## src/rtl/divider_pkg.sv

```systemverilog
// Shared arithmetic constants: FSM state encoding and the default operand width.
package divider_pkg;

    localparam int DEF_WIDTH = 8;

    typedef enum logic [1:0] {
        IDLE = 2'd0,
        RUN  = 2'd1,
        DONE = 2'd2
    } state_e;

endpackage

```

## src/rtl/divider.sv

```systemverilog
// Unsigned sequential divider by repeated subtraction with a start/busy/done handshake.
module divider
    import divider_pkg::*;
#(
    parameter int WIDTH = DEF_WIDTH
) (
    input  logic             clk,
    input  logic             rst,
    input  logic             start,
    input  logic [WIDTH-1:0] dividend,
    input  logic [WIDTH-1:0] divisor,
    output logic [WIDTH-1:0] quotient,
    output logic [WIDTH-1:0] remainder,
    output logic             busy,
    output logic             done,
    output logic             div_by_zero
);

    state_e           state_q, state_d;
    logic [WIDTH-1:0] rem_q, rem_d;
    logic [WIDTH-1:0] dvs_q, dvs_d;
    logic [WIDTH-1:0] quo_q, quo_d;
    logic [WIDTH-1:0] quot_q, quot_d;
    logic [WIDTH-1:0] remn_q, remn_d;
    logic             dbz_q, dbz_d;

    always_ff @(posedge clk or posedge rst) begin
        if (rst) begin
            state_q <= IDLE;
            rem_q   <= '0;
            dvs_q   <= '0;
            quo_q   <= '0;
            quot_q  <= '0;
            remn_q  <= '0;
            dbz_q   <= 1'b0;
        end else begin
            state_q <= state_d;
            rem_q   <= rem_d;
            dvs_q   <= dvs_d;
            quo_q   <= quo_d;
            quot_q  <= quot_d;
            remn_q  <= remn_d;
            dbz_q   <= dbz_d;
        end
    end

    always_comb begin
        state_d = state_q;
        rem_d   = rem_q;
        dvs_d   = dvs_q;
        quo_d   = quo_q;
        quot_d  = quot_q;
        remn_d  = remn_q;
        dbz_d   = dbz_q;
        case (state_q)
            IDLE: begin
                if (start) begin
                    rem_d = dividend;
                    dvs_d = divisor;
                    quo_d = '0;
                    // Zero divisor finishes immediately with a saturated quotient.
                    if (divisor == '0) begin
                        state_d = DONE;
                        quot_d  = '1;
                        remn_d  = dividend;
                        dbz_d   = 1'b1;
                    end else begin
                        state_d = RUN;
                    end
                end
            end
            RUN: begin
                if (rem_q >= dvs_q) begin
                    rem_d = rem_q - dvs_q;
                    quo_d = quo_q + 1'b1;
                end else begin
                    state_d = DONE;
                    quot_d  = quo_q;
                    remn_d  = rem_q;
                    dbz_d   = 1'b0;
                end
            end
            DONE:    state_d = IDLE;
            default: state_d = IDLE;
        endcase
    end

    assign quotient    = quot_q;
    assign remainder   = remn_q;
    assign div_by_zero = dbz_q;
    assign busy        = (state_q == RUN);
    assign done        = (state_q == DONE);

endmodule

```

## config.mk

```make
export PLATFORM = sky130hd
export DESIGN_NAME = divider
export DESIGN_NICKNAME = d
export VERILOG_FILES = /design/src/rtl/divider_pkg.sv /design/src/rtl/divider.sv
export SDC_FILE = /design/constraint.sdc
export NUM_CORES = 1
export LEC_CHECK = 0
export BUFFER_PORTS_ARGS = -buffer_cell sky130_fd_sc_hd__clkbuf_2
export CAP_MARGIN = 20
export CORE_MARGIN = 2
export CORE_UTILIZATION = 45
export CTS_BUF_LIST = sky130_fd_sc_hd__clkbuf_8
export DETAILED_ROUTE_END_ITERATION = 8
export PLACE_DENSITY = 0.69
export SYNTH_ARGS = -nofsm -noshare
export SYNTH_HDL_FRONTEND = slang
export SYNTH_SLANG_ARGS = --single-unit
```

## constraint.sdc

```tcl
create_clock -name clk -period 2.5 [get_ports clk]
set_input_delay 0.25 -clock clk [delete_from_list [all_inputs] [get_ports clk]]
set_output_delay 0.25 -clock clk [all_outputs]
set_load 0.01 [all_outputs]
```

==> impl_metrics.toml, run 1 <==
[status]
run_status = "completed"

[floorplanning]
die-area_um2 = 5630
io_pins = 38
rows = 25
die_h_um = 75.1
die_width_um = 75.1
core-area_um2 = 4790
start_util_pct = 47.5

[logic_synthesis]
synth_edf_count = 0
synth_area_um2 = 2270
syn_inst = 243
ys_ff_latch = 43
ys.flop_type = "dfrtp_1"
synthArstFlopShare_pct = 100
yosysMostFrequentCell = "dfrtp_1"
synth_commonest_cells = "dfrtp_1, nor2_1, nand2_1, o21ai_0, a21oi_1"
yosys_warnings = 0
syn_avg_cell_area_um2 = 9.35
synthTopCellsByArea = "dfrtp_1, o21ai_0, nor2_1"
synth_cell_type_count = 48
syn_nets = 272
ys_seq_area_share_pct = 47.4
synth_top_area_cell = "dfrtp_1"
yosysTopAreaCellShare_pct = 47.4

[global_route]
grt.overflow.total = 0
grt_pass1_vias = 1851
antenna_found_initial = 0
grt_max_degree = 44
grt_pass1_wl_um = 8830
groute.usage.overall_pct = 20.7

[sta]
clock_skew_ns = 0.00715
max_freq_mhz = 421
final_hold_viol_count = 0
grt_setup_unrepaired = "no"
setup_viol = 0
slew-limit-headroom_pct = 61.1
fin_crit_sh_pct = 95.0
fin_setup_tns_ns = 0
slew_viol_final = 0
tightest_slew_ns = 0.580
min_period_ns = 2.37

[routing]
drc = 0
postRouteAntennaNets = 0
initialDrtViolationCount = 118
wire_per_inst_um = 14.6
drtPass1Iterations = 5
via_count = 1893
vias_per_cell = 5.32
wl_um = 5190

[critical_path]
max_stage_delay_ns = 0.38
cp.arrival_ns = 2.57
worstPathCellList = "inv_1 -> ha_1 -> inv_1 -> fa_2 -> a211oi_4 -> o21ai_2 -> a211o_1 -> buf_4 -> o22a_1 -> o21a_1"
worstSetupPathType = "flip-flop to flip-flop"
crit_path_end_kind = "flip-flop"
start_kind = "flip-flop"
crit_top_cell = "inv_1"
cp_top_family = "compound AO/OA/AOI/OAI gates"
worstPathMaxFanout = 18
required_ns = 2.70
path_buf_inv = 3
slowest_stage = "dfrtp_1"

[clock_network]
clk_pin_slew_ns = 0.09
h-tree-depth = 2
cts_tree = "done"
cts_made_buffers = 5
cts.sinks = 43
cts_hold_buf = 0
ctsLongestPathBuffers = 2
clock_latency_ns = 0.30
cts_root_buffer = "clkbuf_8"

[power]
ir_drop_mv = 0.806
power.density_nw_per_um2 = 1510
p_leak_nw = 1.21

[placed_design]
hpwl_um = 3760
placed_area_um2 = 2540
numPortBuffers = 37
place.gp.congestion = 0.792
placed_cells = 347

[layout]
drive_gt1_share_pct = 21.5
utilization_pct = 55.2
stdcell_count = 356
stdcell_area_um2 = 2640
diodes = 0
n_fill_cell = 454
fin_nets = 317
area_growth_pct = 16.4

[run]
maxCapViolations = 0

[min_path]
hold_path.class = "input port to asynchronous set/reset pin"
## per-stage QoR
step | setup slack (ns) | hold WS (ns) | total power [mW]
final | 0.126 | 0.0548 | 4.00
after global routing | 0.00344 | 0.110 | 4.40
after CTS | 0.0704 | 0.0728 | 4.00
after detailed placement | 0.0889 | 0.404 | 3.53
after global placement | 0.153 | 0.398 | 3.47
after floorplan | 0.168 | 0.355 | 2.94
## path summary, 6_finish.rpt
| kind | startpoint | endpoint | slack, ns | cells past startpoint |
|---|---|---|---|---|
| max in group asynchronous | rst | dvs_q[5]$_DFFE_PP0P_ | 2.07 | 3 |
| min in group clk | divisor[6] | dvs_q[6]$_DFFE_PP0P_ | 0.17 | 3 |
| worst min register to register | dvs_q[0]$_DFFE_PP0P_ | dvs_q[0]$_DFFE_PP0P_ | 0.49 | 2 |
| worst min-delay path | rst | rem_q[2]$_DFFE_PP0P_ | 0.05 | 3 |
| worst max-delay path | rem_q[0]$_DFFE_PP0P_ | remainder[7]$_DFFE_PP0P_ | 0.13 | 10 |
| worst max register to register | rem_q[0]$_DFFE_PP0P_ | remainder[7]$_DFFE_PP0P_ | 0.13 | 10 |
## area by class of cell
class	instances	area [um^2]	share of cell area (%)
Clock buffer	5	68.8	2.60
Clock inverter	3	20.0	0.757
Inverter	13	48.8	1.85
Multi-Input combinational cell	179	1090	41.4
Sequential cell	43	1080	40.7
Tap cell	67	83.8	3.17
Timing Repair Buffer	46	253	9.56
## state kept, by name, indices dropped and copies added, names as in the netlist
| name | flops |
|---|---|
| div_by_zero | 1 |
| dvs_q | 8 |
| quo_q | 8 |
| quotient | 8 |
| rem_q | 8 |
| remainder | 8 |
| state_q | 2 |
## cell usage in the layout, fill, tap and decap left out, types with 2 or more instances in the layout
cell type    n
nor2b_1      2
clkbuf_8     5
dfrtp_1     43
clkbuf_2    37
buf_4        9
or4_1        2
nor2_1      33
a22o_1       2
a22oi_1      2
and2_1       3
o21ai_0     27
inv_1       13
nand2_1     27
o21a_1       9
nand3_1      4
o22a_1       7
nand4_1      2
a21oi_1     17
ha_1         9
xnor2_1      2
nor3_1       3
o31ai_1      2
clkinvlp_4   2
## repair_timing
action                     in CTS  in global routing
gates resized for setup         0                  1
setup endpoints to repair       0                  9
setup buffers                   0                  1
## cell families after synthesis
group           count (synthesis)  share of synthesized area, %
compound gates                 84                          24.7
simple gates                   82                          16.3
flops                          43                          47.4
buf+inv                        21                          4.63
fa+ha+maj                      10                          5.84
xor+xnor                        3                          1.16
## worst min-delay path, cell delays in order
cell	delay, ns
clkbuf_2	0.08
inv_1	0.04
buf_4	0.45
## layer usage
layer / global-route usage [%] / share of wire (%) / vias up
li1: - / - / 946
met1: 29.0 / 49 / 901
met2: 33.0 / 47 / 37
met3: 3.88 / 2.8 / 9
met4: 5.95 / 1.6 / 0
met5: 0 / 0 / -
## report_power, final
group / switching [mW] / leakage [nW] / internal (mW)
Clock: 0.254 / 0.0402 / 0.195
Combinational: 1.33 / 0.646 / 1.00
Sequential: 0.207 / 0.525 / 1.02
Total: 1.79 / 1.21 / 2.21
(Power assumes the default switching activity.)
==> run 2: changes to the inputs <==
--- a/config.mk
+++ b/config.mk
@@ -11,6 +11,7 @@
 export CORE_UTILIZATION = 45
 export CTS_BUF_LIST = sky130_fd_sc_hd__clkbuf_8
 export DETAILED_ROUTE_END_ITERATION = 8
+export HOLD_SLACK_MARGIN = 0.1
 export PLACE_DENSITY = 0.69
 export SYNTH_ARGS = -nofsm -noshare
 export SYNTH_HDL_FRONTEND = slang
==> impl_metrics.toml, run 2 (synthesized netlist as in run 1, its figures left out) <==
[critical_path]
startpoint = "rem_q[0]$_DFFE_PP0P_"
cp.arrival_ns = 2.57
ff2ff_path_depth = 10
worstPathMaxFanout = 18
crit_path_end_kind = "flip-flop"
rr_startpoint = "rem_q[0]$_DFFE_PP0P_"
reg2reg_to = "remainder[7]$_DFFE_PP0P_"
worstSetupPathType = "flip-flop to flip-flop"
required_ns = 2.70
start_kind = "flip-flop"
r2r_slack_ns = 0.13

[global_route]
grt_pass1_vias = 1863
grt_max_degree = 44
use_met3_pct = 3.88
grt.busiest_layer = "met2"
groute.usage.overall_pct = 20.8
grt_use_met2_pct = 33.2
met1_usage_pct = 29.0
grt.overflow.total = 0
grt_pass1_wl_um = 8850
antenna_found_initial = 0

[sta]
slew_viol_final = 0
fin_crit_sh_pct = 95.0
final_hold_viol_count = 0
setup_viol = 0
slew-limit-headroom_pct = 61.1
min_period_ns = 2.37
tightest_slew_ns = 0.580
max_freq_mhz = 421
grt_setup_unrepaired = "no"
fin_setup_tns_ns = 0
clock_skew_ns = 0.00695

[routing]
drc = 0
initialDrtViolationCount = 133
drtPass1Iterations = 5
vias_per_cell = 5.30
via_count = 1893
wl_um = 5210
postRouteAntennaNets = 0
wire_per_inst_um = 14.6

[clock_network]
cts_made_buffers = 5
clk_pin_slew_ns = 0.09
h-tree-depth = 2
cts_tree = "done"
ctsLongestPathBuffers = 2
cts_root_buffer = "clkbuf_8"
clock_latency_ns = 0.30
cts.sinks = 43

[layout]
fin_nets = 318
mostFrequentLayoutCell = "dfrtp_1"
register_area_um2 = 1080
drive_gt1_share_pct = 21.4
area_growth_pct = 16.8
stdcell_area_um2 = 2650
n_fill_cell = 453
diodes = 0
layout_common_cells = "dfrtp_1, clkbuf_2, nor2_1"
multi_input_area_um2 = 1090
utilization_pct = 55.5

[placed_design]
place.gp.congestion = 0.792
numPortBuffers = 37
placed_area_um2 = 2540
hpwl_um = 3760

[status]
run_status = "completed"

[power]
power.density_nw_per_um2 = 1510
ir_drop_mv = 0.806
p_leak_nw = 1.21

[min_path]
hp-start = "divisor[6]"
hold_end = "dvs_q[6]$_DFFE_PP0P_"
hold_path.class = "input port to flip-flop"
min_path_cells = 3

[floorplanning]
start_util_pct = 47.5
io_pins = 38
rows = 25
core-area_um2 = 4790
die_width_um = 75.1
die-area_um2 = 5630
die_h_um = 75.1

[run]
maxCapViolations = 0
-- run 2: cell types whose count changed in the layout (fill, tap and decap cells not counted) --
cell | before | now
dlygate4sd3_1 | 0 | 1
-- run 2: through the flow --
step	setup slack [ns]	hold WS [ns]	total power [mW]	std cells
3_5_place_dp	0.0889	0.404	3.53	347
4_1_cts	0.0704	0.161	4.00	356
2_1_floorplan	0.168	0.355	2.94	243
6_report	0.125	0.167	4.00	357
5_1_grt	0.00344	0.171	4.40	357
3_3_place_gp	0.153	0.398	3.47	347
-- run 2: timing repair --
action | CTS | global route
hold buffers | 1 | 0
buffers inserted | 0 | 1
endpoints found under the hold margin | 43 | 0
endpoints found under the setup margin | 0 | 9
gates resized for setup | 0 | 1
-- run 2: area by class of cell --
type,count,area share (%)
Timing Repair Buffer,47,9.90
Inverter,13,1.84
Tap cell,67,3.16
Clock buffer,5,2.59
Sequential cell,43,40.5
Multi-Input combinational cell,179,41.2
Clock inverter,3,0.754
-- run 2: power breakdown --
group          internal (mW)  switching, mW  leakage [nW]
combinational           1.00           1.33         0.650
sequential              1.02          0.207         0.525
clock                  0.195          0.254        0.0402
total                   2.21           1.79          1.21
-- run 2: worst max-delay path by stage --
| stage | end | slack [ns] | cells past startpoint |
|---|---|---|---|
| after floorplan | remainder[2]$_DFFE_PP0P_ | 0.17 | 11 |
| after detailed placement | remainder[7]$_DFFE_PP0P_ | 0.09 | 10 |
| after global placement | remainder[6]$_DFFE_PP0P_ | 0.15 | 10 |
| after global routing | remainder[7]$_DFFE_PP0P_ | 0.003 | 10 |
| final | remainder[7]$_DFFE_PP0P_ | 0.13 | 10 |
| after CTS | remainder[7]$_DFFE_PP0P_ | 0.07 | 10 |
-- run 2: routing by layer --
metal  up-vias  share of wire (%)
li1        948                  -
met1       899                 49
met2        37                 47
met3         9                2.8
met4         0                1.6
met5         -                  0
-- run 2: worst max-delay path: stages, from the launching register on --
cell	delay (ns)
dfrtp_1	0.38
inv_1	0.08
ha_1	0.17
inv_1	0.06
fa_2	0.37
a211oi_4	0.31
o21ai_2	0.13
a211o_1	0.29
buf_4	0.20
o22a_1	0.19
o21a_1	0.10
